`src/rtl/dut_seq_pkg.sv`:
```
// Shared types for the dut run controller: FSM states, program entry layout
// and the default dut reset length. No pipeline latency; no flow control.
package dut_seq_pkg;

    typedef enum logic [2:0] {
        S_IDLE,
        S_RESET,
        S_RUN,
        S_DRAIN,
        S_DONE
    } state_e;

    typedef struct packed {
        logic [0:2] sig;
        logic [2:0] exp;
    } vec_t;

    localparam int RST_CYCLES_DEF = 10;

endpackage

```
`src/rtl/dut_seq_cmp.sv`:
```
// Expected-value delay line and saturating mismatch counter; compares DUT_LAT
// edges after push. No backpressure: every pushed entry is compared exactly once.
module dut_seq_cmp #(
    parameter int DUT_LAT = 1,
    parameter int CNT_W   = 8
) (
    input  logic             clk,
    input  logic             rst,
    input  logic             clear,
    input  logic             push,
    input  logic [2:0]       exp,
    input  logic [2:0]       xyz,
    output logic [CNT_W-1:0] err_cnt,
    output logic             miss,
    output logic             empty
);

    logic [DUT_LAT-1:0] vld;
    logic [2:0]         exp_pipe [DUT_LAT];

    // Case inequality so that any X/Z bit from the dut is scored as a mismatch.
    assign miss = vld[DUT_LAT-1] && (xyz !== exp_pipe[DUT_LAT-1]);

    // Empty once the only entry left (if any) is the one compared this edge.
    always_comb begin
        empty = 1'b1;
        for (int i = 0; i < DUT_LAT - 1; i++) begin
            if (vld[i]) begin
                empty = 1'b0;
            end
        end
    end

    always_ff @(posedge clk or posedge rst) begin
        if (rst) begin
            vld     <= '0;
            err_cnt <= '0;
            for (int i = 0; i < DUT_LAT; i++) begin
                exp_pipe[i] <= '0;
            end
        end else if (clear) begin
            vld     <= '0;
            err_cnt <= '0;
        end else begin
            vld[0]      <= push;
            exp_pipe[0] <= exp;
            for (int i = 1; i < DUT_LAT; i++) begin
                vld[i]      <= vld[i-1];
                exp_pipe[i] <= exp_pipe[i-1];
            end
            if (miss && (err_cnt != '1)) begin
                err_cnt <= err_cnt + 1'b1;
            end
        end
    end

endmodule

```
`src/rtl/dut_seq_ctrl.sv`:
```
// Run controller for the 3-in/3-out dut: static params, timed dut reset, then a
// program of sig vectors with per-vector expected outputs. done after RST_CYCLES+num_vec+DUT_LAT edges.
module dut_seq_ctrl
    import dut_seq_pkg::*;
#(
    parameter int DEPTH      = 16,
    parameter int RST_CYCLES = RST_CYCLES_DEF,
    parameter int DUT_LAT    = 1,
    parameter int CNT_W      = 8,
    localparam int AW        = $clog2(DEPTH)
) (
    input  logic             clk,
    input  logic             rst,
    input  logic             start,
    input  logic [2:0]       cfg_params,
    input  logic [AW:0]      num_vec,
    input  logic             prog_we,
    input  logic [AW-1:0]    prog_addr,
    input  logic [0:2]       prog_sig,
    input  logic [2:0]       prog_exp,
    output logic             busy,
    output logic             done,
    output logic             pass,
    output logic [CNT_W-1:0] err_cnt,
    output logic             dut_rst_n,
    output logic             dut_param_a,
    output logic             dut_param_b,
    output logic             dut_param_c,
    output logic [0:2]       dut_sig,
    input  logic             dut_x,
    input  logic             dut_y,
    input  logic             dut_z
);

    localparam int RW = $clog2(RST_CYCLES + 1);
    localparam int DW = $clog2(DUT_LAT + 1);

    state_e        state;
    logic [RW-1:0] rst_cnt;
    logic [DW-1:0] drain_cnt;
    logic [AW-1:0] idx;
    logic [AW:0]   nv_q;
    logic [AW:0]   nv_clamped;
    vec_t          mem [DEPTH];
    vec_t          cur;
    logic          last_vec;
    logic          push;
    logic          clear;
    logic          miss;
    logic          pipe_empty;

    assign cur      = mem[idx];
    assign push     = (state == S_RUN);
    assign clear    = (state == S_IDLE) && start;
    assign last_vec = ({1'b0, idx} == (nv_q - 1'b1));

    always_comb begin
        nv_clamped = num_vec;
        if (num_vec > (AW+1)'(DEPTH)) begin
            nv_clamped = (AW+1)'(DEPTH);
        end
    end

    // Program memory is deliberately left unreset and frozen while a run is active.
    always_ff @(posedge clk) begin
        if (prog_we && !busy) begin
            mem[prog_addr].sig <= prog_sig;
            mem[prog_addr].exp <= prog_exp;
        end
    end

    dut_seq_cmp #(
        .DUT_LAT (DUT_LAT),
        .CNT_W   (CNT_W)
    ) u_cmp (
        .clk     (clk),
        .rst     (rst),
        .clear   (clear),
        .push    (push),
        .exp     (cur.exp),
        .xyz     ({dut_x, dut_y, dut_z}),
        .err_cnt (err_cnt),
        .miss    (miss),
        .empty   (pipe_empty)
    );

    always_ff @(posedge clk or posedge rst) begin
        if (rst) begin
            state       <= S_IDLE;
            busy        <= 1'b0;
            done        <= 1'b0;
            pass        <= 1'b0;
            dut_rst_n   <= 1'b0;
            dut_param_a <= 1'b0;
            dut_param_b <= 1'b0;
            dut_param_c <= 1'b0;
            dut_sig     <= '0;
            rst_cnt     <= '0;
            drain_cnt   <= '0;
            idx         <= '0;
            nv_q        <= '0;
        end else begin
            case (state)
                S_IDLE: begin
                    if (start) begin
                        dut_param_a <= cfg_params[2];
                        dut_param_b <= cfg_params[1];
                        dut_param_c <= cfg_params[0];
                        nv_q        <= nv_clamped;
                        pass        <= 1'b0;
                        busy        <= 1'b1;
                        dut_rst_n   <= 1'b0;
                        rst_cnt     <= '0;
                        drain_cnt   <= '0;
                        idx         <= '0;
                        state       <= S_RESET;
                    end
                end
                S_RESET: begin
                    if (rst_cnt == RW'(RST_CYCLES - 1)) begin
                        dut_rst_n <= 1'b1;
                        state     <= (nv_q == '0) ? S_DRAIN : S_RUN;
                    end else begin
                        rst_cnt <= rst_cnt + 1'b1;
                    end
                end
                S_RUN: begin
                    dut_sig <= cur.sig;
                    idx     <= idx + 1'b1;
                    if (last_vec) begin
                        state <= S_DRAIN;
                    end
                end
                S_DRAIN: begin
                    dut_sig <= '0;
                    // The last expected value is compared on this same edge, so pass must include miss.
                    if ((drain_cnt == DW'(DUT_LAT - 1)) && pipe_empty) begin
                        done  <= 1'b1;
                        busy  <= 1'b0;
                        pass  <= (err_cnt == '0) && !miss;
                        state <= S_DONE;
                    end else begin
                        drain_cnt <= drain_cnt + 1'b1;
                    end
                end
                S_DONE: begin
                    done  <= 1'b0;
                    state <= S_IDLE;
                end
                default: begin
                    state <= S_IDLE;
                end
            endcase
        end
    end

endmodule

```
`config.mk`:
```
export PLATFORM = sky130hd
export DESIGN_NAME = dut_seq_ctrl
export DESIGN_NICKNAME = d
export VERILOG_FILES = /design/src/rtl/dut_seq_pkg.sv /design/src/rtl/dut_seq_cmp.sv /design/src/rtl/dut_seq_ctrl.sv
export SDC_FILE = /design/constraint.sdc
export NUM_CORES = 1
export LEC_CHECK = 0
export ABC_AREA = 1
export BUFFER_PORTS_ARGS = -buffer_cell sky130_fd_sc_hd__buf_2
export CAP_MARGIN = 20
export CORE_MARGIN = 2
export CORE_UTILIZATION = 30
export DETAILED_ROUTE_END_ITERATION = 8
export GPL_TIMING_DRIVEN = 0
export PLACE_DENSITY = 0.58
export SETUP_SLACK_MARGIN = 0.15
export SYNTH_ARGS = -nofsm -noshare
export SYNTH_HDL_FRONTEND = slang
export SYNTH_SLANG_ARGS = --single-unit
```
`constraint.sdc`:
```
create_clock -name clk -period 1.6 [get_ports clk]
set_clock_uncertainty 0.15 [all_clocks]
set_input_delay 0.16 -clock clk [delete_from_list [all_inputs] [get_ports clk]]
set_output_delay 0.16 -clock clk [all_outputs]
set_load 0.01 [all_outputs]
```
==> flow_summary.json <==
{
  "io_pins": 43,
  "setup_viol": 32,
  "min_period_ns": 1.684,
  "place_congestion": 0.8461,
  "clk_latency_ns": 0.43,
  "critPathKind": "register to register",
  "syn_inst": 605,
  "routed_via_density": 4.677,
  "drc": 0,
  "synth.top_cell.area_share": 0.4837,
  "cp_max_fo": 10,
  "arrival_ns": 1.85,
  "clk_pin_slew_ns": 0.07,
  "drtAntennaViolNets": 0,
  "critPathLaunchType": "register",
  "grt_max_degree": 39,
  "h-tree-depth": 4,
  "root_buffer": "clkbuf_16",
  "synth.net_count": 636,
  "die_y_um": 144.9,
  "dieWidth_um": 144.9,
  "drtIter0Drc": 349,
  "synth_area_leaders": "edfxtp_1, dfrtp_1, nand2_1, nor2_1, nand3_1",
  "cp.required_ns": 1.76,
  "synth-seq-cells": 134,
  "total_leakage_power_nw": 3.303,
  "final_util": 0.4172,
  "grt_pass1_vias": 4325,
  "yosysWarnings": 0,
  "setup_tns_ns": -0.7406,
  "slew_headroom": 0.4530,
  "io_buffers": 42,
  "period_share": 1.053,
  "overflow": 0,
  "clock-sinks": 134,
  "area_growth_pct": 36.24,
  "dp.final_hpwl_um": 9922,
  "end_kind": "register",
  "wirelength_um": 16070,
  "netlist_area_um2": 5959,
  "multiInputGateArea_um2": 2286,
  "max_freq_ghz": 0.5938,
  "grt_util_all_layers": 0.1493,
  "cts_tree": "done",
  "vdd_drop_max_mv": 0.9023,
  "via_count": 4607,
  "rsz0062_at_grt": "true",
  "synth.distinct_cells": 30,
  "maxCapViolations": 0,
  "hold_violations": 0,
  "pwr_density_cell_nw_per_um2": 1774,
  "antenna_cells": 0,
  "drive_above_1_share": 0.3167,
  "cts.path.max_buffers": 2,
  "core_um2": 19460,
  "cts_buffers": 17,
  "die_area_um2": 21010,
  "regArea_um2": 3836,
  "synth_top_cell_by_area": "edfxtp_1",
  "hp-class": "input port to register",
  "drt_pre_antenna_iters": 5,
  "antenna_found_initial": 0,
  "wl_per_cell_um": 16.32,
  "rows": 51,
  "yosysSeqAreaShare": 0.6433,
  "grt_pass1_wl_um": 23990,
  "run_status": "finished with violations",
  "fin_nets": 738,
  "initial_core_util": 0.3062,
  "timing.final.ws_setup_ns": -0.08419,
  "worst_pin_slew_ns": 0.8193,
  "syn_avg_cell_area_um2": 9.850,
  "slew_viol_final": 0,
  "violations": "setup timing",
  "fill_cells": 1831
}
[cells in the final DEF, fill, tap and decap left out, types with 4 or more instances in the layout]
| cell type | n |
|---|---|
| buf_12 | 5 |
| dlygate4sd3_1 | 10 |
| clkbuf_16 | 22 |
| inv_8 | 5 |
| nand2_1 | 168 |
| buf_6 | 13 |
| xor2_1 | 6 |
| nor2_2 | 7 |
| inv_1 | 21 |
| a21oi_1 | 4 |
| nor2_1 | 55 |
| xnor2_1 | 5 |
| nor2_4 | 23 |
| inv_2 | 12 |
| nand3_1 | 43 |
| edfxtp_1 | 96 |
| o21ai_2 | 12 |
| nand2_4 | 4 |
| clkinv_1 | 4 |
| dfrtp_1 | 36 |
| buf_4 | 22 |
| o21ai_1 | 23 |
| nand3_2 | 11 |
| o22ai_1 | 4 |
| nand2_2 | 14 |
| inv_6 | 4 |
| buf_2 | 45 |
[layout make-up]
| type | instances | share of cell area |
|---|---|---|
| tap | 265 | 0.04084 |
| multi-input combinational | 407 | 0.2816 |
| inverter | 41 | 0.02142 |
| timing repair inverter | 1 | 0.001079 |
| clock buffer | 18 | 0.05286 |
| sequential | 134 | 0.4725 |
| clock inverter | 14 | 0.01618 |
| timing repair buffer | 82 | 0.08121 |
| buffer | 23 | 0.03236 |
[worst max-delay path: stages, from the launching register on]
cell and delay [ns]:
dfrtp_1 0.40, buf_12 0.18, inv_12 0.06, buf_6 0.15, o21ai_2 0.16, nand3_1 0.14
nand3_1 0.11, nand2_1 0.07, nand2_1 0.08, nand2_1 0.05
[sequential cells by signal, summed over array words and instances (netlist names)]
name	cells
dut_param_c	1
done	1
u_cmp.err_cnt	8
nv_q	5
dut_sig	3
state	3
dut_param_a	1
dut_param_b	1
dut_rst_n	1
u_cmp.exp_pipe	3
pass	1
rst_cnt	4
mem	96
busy	1
idx	4
u_cmp.vld	1
[synth_stat cells, drive strengths merged]
library cell and instances:
nand2 187, xor2 6, dfrtp 38, buf 20, ha 6, nor2 85
inv 37, xnor2 5, o21ai 40, nand3b 2, o31ai 2, nor4 1
a21oi 5, a21boi 1, clkinv 4, nor3 3, nand3 57, clkbuf 3
edfxtp 96, nand4 3, o22ai 4
[layer usage]
layer / vias to the layer above / track usage / share of wire
li1: 2224 / - / -
met1: 2192 / 0.2086 / 0.45
met2: 170 / 0.2326 / 0.47
met3: 21 / 0.03396 / 0.068
met4: 0 / 0.04356 / 0.019
met5: - / 0 / 0
[metrics by stage]
stage	cell area [um^2]	hold slack [ns]	total power, mW	instances	worst slack [ns]
6_report	8119	0.01092	14.40	985	-0.08419
5_1_grt	8119	0.01213	15.22	985	-0.1182
4_1_cts	7615	0.01197	13.15	966	-0.02558
3_5_place_dp	6526	0.2150	8.706	912	-0.5394
3_3_place_gp	6526	0.2114	8.671	912	-0.5356
2_1_floorplan	5984	0.1089	7.394	605	0.003506
[report_power, final]
part | internal [mW] | switching (mW) | leakage (nW)
combinational | 2.61 | 3.58 | 1.69
clock | 2.05 | 1.68 | 0.267
sequential | 4.15 | 0.325 | 1.35
total | 8.82 | 5.58 | 3.30
[cell families after synthesis]
group	Yosys count	share of synthesized area
adder cells (fa/ha/maj)	6	0.01260
buffers and inverters	64	0.04577
XOR/XNOR	11	0.01617
flip-flops	134	0.6433
AND/OR/NAND/NOR	338	0.2339
AO/OA/AOI/OAI	52	0.04829
[timing repair]
action | in CTS | in global routing
resized for setup | 97 | 72
endpoints found under the hold margin | 57 | 0
setup buffers | 12 | 13
setup endpoints to repair | 129 | 129
pin swaps | 13 | 28
hold buffers | 10 | 0
cloned | 0 | 6
[path summary, 6_finish.rpt]
check / startpoint / endpoint / slack (ns) / depth (start not counted)
worst min-delay path: prog_sig[1] / mem[7][4] / 0.01 / 1
worst min register to register: dut_param_b / dut_param_b / 0.33 / 2
worst max-delay path: idx[0] / dut_sig[2] / -0.08 / 9
min in group asynchronous: rst / dut_param_a / 0.30 / 3
worst max register to register: idx[0] / dut_sig[2] / -0.08 / 9
max in group asynchronous: rst / state[2] / 0.42 / 3
Note: power is estimated with default switching activity, not from simulation.
